[config.mk]
export PLATFORM = sky130hd
export DESIGN_NAME = instr_fetch
export DESIGN_NICKNAME = d
export VERILOG_FILES = /design/src/rtl/instr_fetch.sv
export SDC_FILE = /design/constraint.sdc
export NUM_CORES = 1
export LEC_CHECK = 0
export ABC_AREA = 0
export CORE_MARGIN = 5
export CORE_UTILIZATION = 52
export DETAILED_ROUTE_END_ITERATION = 10
export HOLD_SLACK_MARGIN = 0.12
export MAX_ROUTING_LAYER = met4
export PLACE_DENSITY = 0.79
export SLEW_MARGIN = 20
export SYNTH_ARGS = -nofsm -noshare
export SYNTH_HDL_FRONTEND = slang
export SYNTH_SLANG_ARGS = --single-unit
[constraint.sdc]
create_clock -name clk -period 4.21 [get_ports clk]
set_input_delay 0.421 -clock clk [delete_from_list [all_inputs] [get_ports clk]]
set_output_delay 0.421 -clock clk [all_outputs]
set_load 0.01 [all_outputs]
[src/rtl/instr_fetch.sv]
// Instruction fetch stage: walks instruction memory 0..prog_len-1 through a 2-entry skid buffer.
// Optional halt-opcode termination is compiled in with `define IFETCH_HALT_EN.
module instr_fetch #(
    parameter  int ADDR_WIDTH      = 10,
    parameter  int OPCODE_WIDTH    = 3,
    parameter  int IMEM_ADDR_WIDTH = 8,
    localparam int INS_WIDTH       = OPCODE_WIDTH + 3*ADDR_WIDTH + 1
) (
    input  logic                       clk,
    input  logic                       rst,
    input  logic                       start,
    input  logic [IMEM_ADDR_WIDTH:0]   prog_len,
    output logic                       busy,
    output logic                       done,
    output logic                       imem_rd_en,
    output logic [IMEM_ADDR_WIDTH-1:0] imem_addr,
    input  logic [INS_WIDTH-1:0]       imem_rdata,
    output logic [INS_WIDTH-1:0]       instruction,
    output logic                       ins_valid,
    input  logic                       ins_ready,
    output logic [IMEM_ADDR_WIDTH-1:0] pc
);

    typedef enum logic [1:0] {
        ST_IDLE  = 2'd0,
        ST_RUN   = 2'd1,
        ST_DRAIN = 2'd2,
        ST_DONE  = 2'd3
    } state_t;

    state_t                       state_r;
    logic [IMEM_ADDR_WIDTH:0]     len_r;
    logic [IMEM_ADDR_WIDTH:0]     fptr_r;
    logic                         busy_r;
    logic                         done_r;
    logic                         halted_r;
    logic                         inflight_r;
    logic [IMEM_ADDR_WIDTH-1:0]   ret_addr_r;
    logic [INS_WIDTH-1:0]         buf_data_r [2];
    logic [IMEM_ADDR_WIDTH-1:0]   buf_addr_r [2];
    logic                         wr_ptr_r;
    logic                         rd_ptr_r;
    logic [1:0]                   count_r;

    logic                         pop_s;
    logic                         push_s;
    logic                         halt_s;
    logic                         issue_s;
    logic [2:0]                   occ_s;
    logic [1:0]                   count_nxt_s;

    // Handshake, halt detection, read-issue credit and next buffer occupancy.
    always_comb begin
        pop_s       = 1'b0;
        halt_s      = 1'b0;
        push_s      = 1'b0;
        issue_s     = 1'b0;
        occ_s       = 3'd0;
        count_nxt_s = 2'd0;

        if (count_r != 2'd0) begin
            pop_s = ins_ready;
        end else begin
            pop_s = 1'b0;
        end

`ifdef IFETCH_HALT_EN
        if (inflight_r && !halted_r &&
            (imem_rdata[INS_WIDTH-1 -: OPCODE_WIDTH] == {OPCODE_WIDTH{1'b1}})) begin
            halt_s = 1'b1;
        end else begin
            halt_s = 1'b0;
        end
`else
        halt_s = 1'b0;
`endif

        // Returns after a halt belong to reads issued past the end of the program.
        push_s = inflight_r && !halted_r && !halt_s;

        occ_s = {1'b0, count_r} + {2'b00, inflight_r} - {2'b00, pop_s};
        if ((state_r == ST_RUN) && (fptr_r < len_r) && (occ_s < 3'd2)) begin
            issue_s = 1'b1;
        end else begin
            issue_s = 1'b0;
        end

        count_nxt_s = count_r + {1'b0, push_s} - {1'b0, pop_s};
    end

    // Control FSM with registered busy/done.
    always_ff @(posedge clk or posedge rst) begin
        if (rst) begin
            state_r  <= ST_IDLE;
            len_r    <= {(IMEM_ADDR_WIDTH+1){1'b0}};
            busy_r   <= 1'b0;
            done_r   <= 1'b0;
            halted_r <= 1'b0;
        end else begin
            case (state_r)
                ST_IDLE: begin
                    done_r <= 1'b0;
                    if (start) begin
                        state_r  <= ST_RUN;
                        len_r    <= prog_len;
                        busy_r   <= 1'b1;
                        halted_r <= 1'b0;
                    end
                end
                ST_RUN: begin
                    if (halt_s) begin
                        state_r  <= ST_DRAIN;
                        halted_r <= 1'b1;
                    end else if (fptr_r == len_r) begin
                        state_r <= ST_DRAIN;
                    end
                end
                ST_DRAIN: begin
                    // No reads issue here, so an empty next buffer means nothing is left in flight.
                    if (count_nxt_s == 2'd0) begin
                        state_r <= ST_DONE;
                        done_r  <= 1'b1;
                    end
                end
                ST_DONE: begin
                    state_r <= ST_IDLE;
                    done_r  <= 1'b0;
                    busy_r  <= 1'b0;
                end
                default: begin
                    state_r <= ST_IDLE;
                    done_r  <= 1'b0;
                    busy_r  <= 1'b0;
                end
            endcase
        end
    end

    // Fetch pointer, in-flight tracking and the 2-entry instruction buffer.
    always_ff @(posedge clk or posedge rst) begin
        if (rst) begin
            fptr_r     <= {(IMEM_ADDR_WIDTH+1){1'b0}};
            inflight_r <= 1'b0;
            ret_addr_r <= {IMEM_ADDR_WIDTH{1'b0}};
            wr_ptr_r   <= 1'b0;
            rd_ptr_r   <= 1'b0;
            count_r    <= 2'd0;
            for (int i = 0; i < 2; i++) begin
                buf_data_r[i] <= {INS_WIDTH{1'b0}};
                buf_addr_r[i] <= {IMEM_ADDR_WIDTH{1'b0}};
            end
        end else begin
            if ((state_r == ST_IDLE) && start) begin
                fptr_r <= {(IMEM_ADDR_WIDTH+1){1'b0}};
            end else if (issue_s) begin
                fptr_r <= fptr_r + {{IMEM_ADDR_WIDTH{1'b0}}, 1'b1};
            end
            inflight_r <= issue_s;
            if (issue_s) begin
                ret_addr_r <= fptr_r[IMEM_ADDR_WIDTH-1:0];
            end
            if (push_s) begin
                buf_data_r[wr_ptr_r] <= imem_rdata;
                buf_addr_r[wr_ptr_r] <= ret_addr_r;
                wr_ptr_r             <= ~wr_ptr_r;
            end
            if (pop_s) begin
                rd_ptr_r <= ~rd_ptr_r;
            end
            count_r <= count_nxt_s;
        end
    end

    assign busy        = busy_r;
    assign done        = done_r;
    assign imem_rd_en  = issue_s;
    assign imem_addr   = fptr_r[IMEM_ADDR_WIDTH-1:0];
    assign instruction = buf_data_r[rd_ptr_r];
    assign pc          = buf_addr_r[rd_ptr_r];
    assign ins_valid   = (count_r != 2'd0);

endmodule

Word level (Yosys, flattened, before mapping)
Cells that the tools add are included.

cells by class
  add/subtract/negate cells = 5
  magnitude comparators = 5
  equality and inequality tests = 7
  mux-type cells = 24
  bitwise logic cells = 4
  reduce and logical (&&, ||, !) cells = 15

operator list
  cell                   count
  $mux W34               4
  $bwmux W68             1
  $demux W34 S1          1
  $mux W8                4
  $mux W9                2
  $bwmux W16             1
  $add A9 B1 Y9 const B  1
  $eq A9 B9 Y1           1
  $lt A9 B9 Y1           1
  $demux W8 S1           1
  $pmux W2 S4            1
  $reduce_bool A2 Y1     4
  $mux W2                3
  $reduce_and A2 Y1      3
  $eq A2 B2 Y1 const B   2
  $ge A2 B2 Y1 const B   2
  $logic_and A1 B1 Y1    4
  $logic_not A2 Y1       2
  $mux W1                4
  $ne A2 B2 Y1 const B   2
  $not A1 Y2             2
  $pmux W1 S2            2
  $add A2 B1 Y3          1
  $lt A3 B2 Y1 const B   1
  9 further kinds        10

word-level totals
  flip-flop bits (word level) = 119
  output and inout port bits = 54
  word-level logic and storage cells = 74

Longest topological paths before layout
  depth after elaboration = 8
  mapped depth = 13
  mapped depth without buffers = 12

Least setup slack after synthesis
Ideal clock, no wire load.

  kind = register to register
  start point = register count_r[1]
  end point = register ret_addr_r[2]
  arrival = 2774 ps
  required time = 4085 ps
  slack = 1312 ps
  cell stages (with the launch flop) = 13
  path buffers = 1
  period minus slack after synthesis = 2898 ps
  cells stage by stage = dfrtp_1 inv_1 nand2_1 and2_1 ha_1 inv_1 ha_1 fa_1 nor3b_2 nand3_2 nor3_4 buf_6 mux2_2

between the ends
  cells in the longest elaborated chain, start to end = 6
  elaborated cells on any way between the ends = 7
  those cells by class = add/sub (2); order compare (1); mux (2); reduce/logical (2)

ends and longest elaborated chain
  what                      RTL line  source
  start: declaration        43        logic [1:0] count_r;
  start signal: assignment  170       count_r <= count_nxt_s;
  $reduce_bool A2 Y1        -
  via ins_valid             19        output logic ins_valid,
  $mux W1                   61        if (count_r != 2'd0) begin
  via pop_s                 45        logic pop_s;
  $sub A3 B1 Y3             81        occ_s = {1'b0, count_r} + {2'b00, inflight_r} - {2'b00, pop_s};
  $lt A3 B2 Y1              82        if ((state_r == ST_RUN) && (fptr_r < len_r) && (occ_s < 3'd2)) begin
  $logic_and A1 B1 Y1       82
  $mux W1                   82
  end signal: assignment    144       ret_addr_r <= {IMEM_ADDR_WIDTH{1'b0}};
  end signal: assignment    160       ret_addr_r <= fptr_r[IMEM_ADDR_WIDTH-1:0];
  end: declaration          38        logic [IMEM_ADDR_WIDTH-1:0] ret_addr_r;

The timed path passes the listed nets, and every way through them passes these cells.
A chain may end at the register's enable or synchronous reset.

Final worst setup path
  start point = register count_r[1]
  end point = output port imem_rd_en

between the ends
  cells in the longest elaborated chain, start to end = 6
  elaborated cells on any way between the ends = 7
  those cells by class = add/sub (2); order compare (1); mux (2); reduce/logical (2)

ends and longest elaborated chain
  what                 RTL line  source
  $reduce_bool A2 Y1   61
  $mux W1              61
  via pop_s            45
  $sub A3 B1 Y3        81
  $lt A3 B2 Y1         82
  $logic_and A1 B1 Y1  82
  $mux W1              82
  end: declaration     15        output logic imem_rd_en,

The timed path passes the listed nets, and every way through them passes these cells.

==> metrics <==
status=finished, final reports clean; pwr/cell area=roughly 800 nW/µm²; vias in the first global route=~3800; Final Non-Filler Cells=roughly 660; cell count after synthesis=412; Critical Path RT=~3.8 ns; remaining global-route overflow=0; Pre-antenna DRT Iters=4; cts repair resizes=0; placed cells=about 620; Final period util=0.915; Worst slew margin=0.299; worst reg2reg path startpoint=count_r[1]; RSZ-0062 raised after global routing=no; Simple-Gate Fraction of Synth Area=0.0547; Min Hold Slack=around 0.45 ns; vias=~3500; clk sink count=between 100 and 150; post-route minimum period=between 3 and 4 ns; Hold Path Class=in -> reg; worst hold start=prog_len[0]; clk root buf=clkbuf_8; Initial Util=0.532; post-synthesis adder-cell area fraction=0.0401; #FFs+latches synth=approximately 120; Die ar.=between 10000 and 15000 µm²; post-DR wirelength/cell=approximately 17 µm; CTS Buffer Depth=2; crit path from=count_r[1]; clk slew on worst S/H paths=about 0.06 ns; Worst VDD drop=~0.34 mV; FP Rows=37; Die X=approximately 110 µm; Skew-Pair Late Insertion Delay=approximately 0.50 ns; ys async rst share=1.00; Reg area=just under 3000 µm²; CP startpoint kind=register; most common cell after layout, fill and taps aside=mux2_2; DP Worst Slack=between 0.6 and 0.7 ns; Post-CTS Hold Buffers=0; max-slew violations=0; Total GRT Usage=0.189; Crit. End Element=output port; Max Cap Violations=0; top cell type by total area after synthesis=dfrtp_1; register area share after synthesis=0.542; RD Place Congestion=a little over 0.8; layout cells sized above 1=0.348; Yosys cell types=40; TritonCTS clock tree=built; top-area cell type share of the netlist area=0.542; Post-Synth XOR/XNOR Area=0.00797; multi-input logic area=~2300 µm²; HPWL Detailed=about 7400 µm; IO Pins=just over 100; number of remaining DRC errors=0; post-synthesis compound-gate area fraction=0.0337; Worst-Margin Slew=~1.1 ns; top cells by area, synth=dfrtp_1 (54%), mux2_2 (28%), ha_1 (3.6%), nand2_1 (1.9%), inv_1 (1.2%); CP Max Fanout=4; LEAKAGE=approximately 3.1 nW; H-tree level count=4; 1st-iter DRT viols=207; postcts setup bufs=0; Num CTS Buffers=17; Critical Path AT=3.43 ns; Placeable Area=a little over 10000 µm²; maximum number of pins on one net before global-route repair=75; Sum Neg Setup Slack=0 ns; antenna-violating nets left=0; Mapped Area=5490 µm²; clk_skew=0.00773 ns; mux cell area share after synthesis=0.281; Nets=approximately 570; Post-synth EDFFs=0; most frequent cells in the layout=mux2_2 (135), dfrtp_1 (118), clkdlybuf4s50_1 (100); worst setup margin=around 0.36 ns; first-pass GRT wire length=~19000 µm; port buffer count=100; Via density=~5.3; Avg Cell Area, Syn=roughly 13 µm²; Layout fillers=around 730; Hold Vio Cnt, Final=0; largest family of logic cells by synthesized area=multiplexers; warning count from the yosys run=0; Top FF cell, synth=dfrtp_1; crit path kind=reg -> out; Mapped Nets=476; # setup viols final=0; layout overhead on the synthesized area=29.7%; final wirelength=approximately 11000 µm; initial antenna violation count=0; die span in y=around 110 µm; ant diodes=0; fmax=between 200 and 300 MHz
## through the flow
stage	total power [mW]	util	area, µm²
after detailed placement	4.32	0.634	6540
after global placement	4.23	0.633	6540
after global routing	5.99	0.690	7130
after floorplan	3.39	-	5490
final	5.67	0.690	7130
after CTS	5.73	0.690	7120
## area by class of cell
cell class	count	share of cell area
inverter	18	0.00983
clock inverter	14	0.0211
tap	136	0.0239
clock buffer	18	0.0600
sequential	119	0.418
multi-input combinational	248	0.324
timing repair buffer	103	0.144
## synth_stat cells (2+ instances only)
| library cell | number |
|---|---|
| mux2_2 | 135 |
| dfrtp_1 | 119 |
| nand2_1 | 28 |
| inv_1 | 18 |
| ha_1 | 16 |
| nor2_1 | 11 |
| o21ai_0 | 10 |
| buf_2 | 8 |
| buf_4 | 8 |
| nand3_1 | 7 |
| a21oi_1 | 6 |
| clkbuf_1 | 5 |
| buf_1 | 4 |
| and2_1 | 3 |
| nand2b_1 | 3 |
| xor2_1 | 3 |
| a31o_1 | 2 |
| buf_6 | 2 |
| nor3_1 | 2 |
| xnor2_1 | 2 |
## worst paths after layout
check / endpoint / slack (ns) / cells past startpoint
min in group asynchronous: buf_data_r[1] / 0.46 / 2
min: len_r[0] / 0.45 / 3
max reg2reg: ret_addr_r[0] / 1.06 / 12
max in group asynchronous: buf_data_r[52] / 2.89 / 3
max: imem_rd_en / 0.36 / 11
min reg2reg: len_r[0] / 0.49 / 2
## power by group
group | internal, mW | total, mW | switching [mW] | leakage, nW
Sequential | 1.61 | 1.96 | 0.349 | 1.40
Clock | 0.859 | 1.37 | 0.510 | 0.278
Combinational | 1.45 | 2.34 | 0.893 | 1.44
Total | 3.92 | 5.67 | 1.75 | 3.12
## flip-flops by register name (all words and copies together), names as in the netlist
register and cells:
ret_addr_r 8, rd_ptr_r 1, fptr_r 9, count_r 2, busy 1, buf_addr_r 16
buf_data_r 68, inflight_r 1, wr_ptr_r 1, state_r 2, len_r 9, done 1
## routing by layer
metal  wire length (µm)  global-route usage  vias up  share of wire
met5                  0                   -        -              0
met4                 93              0.0497        0         0.0084
met3                498              0.0497        7          0.045
met2               5540               0.308       85           0.50
met1               4990               0.234     1754           0.45
li1                   -                   -     1627              -
## critical path: stages, from the launching register on
cell             delay, ns
dfrtp_1               0.38
inv_1                 0.11
nand2_1               0.08
and2_1                0.19
ha_1                  0.28
inv_1                 0.04
ha_1                  0.19
fa_1                  0.53
nor3b_2               0.21
nand3_2               0.13
nor3_4                0.22
clkdlybuf4s50_1       0.58
## logic make-up after synthesis
group	Yosys count
xor+xnor	5
mux	137
flops	119
buf+inv	45
simple gates	61
compound gates	28
fa+ha+maj	17
No activity file was read; power rests on OpenSTA's default activity.
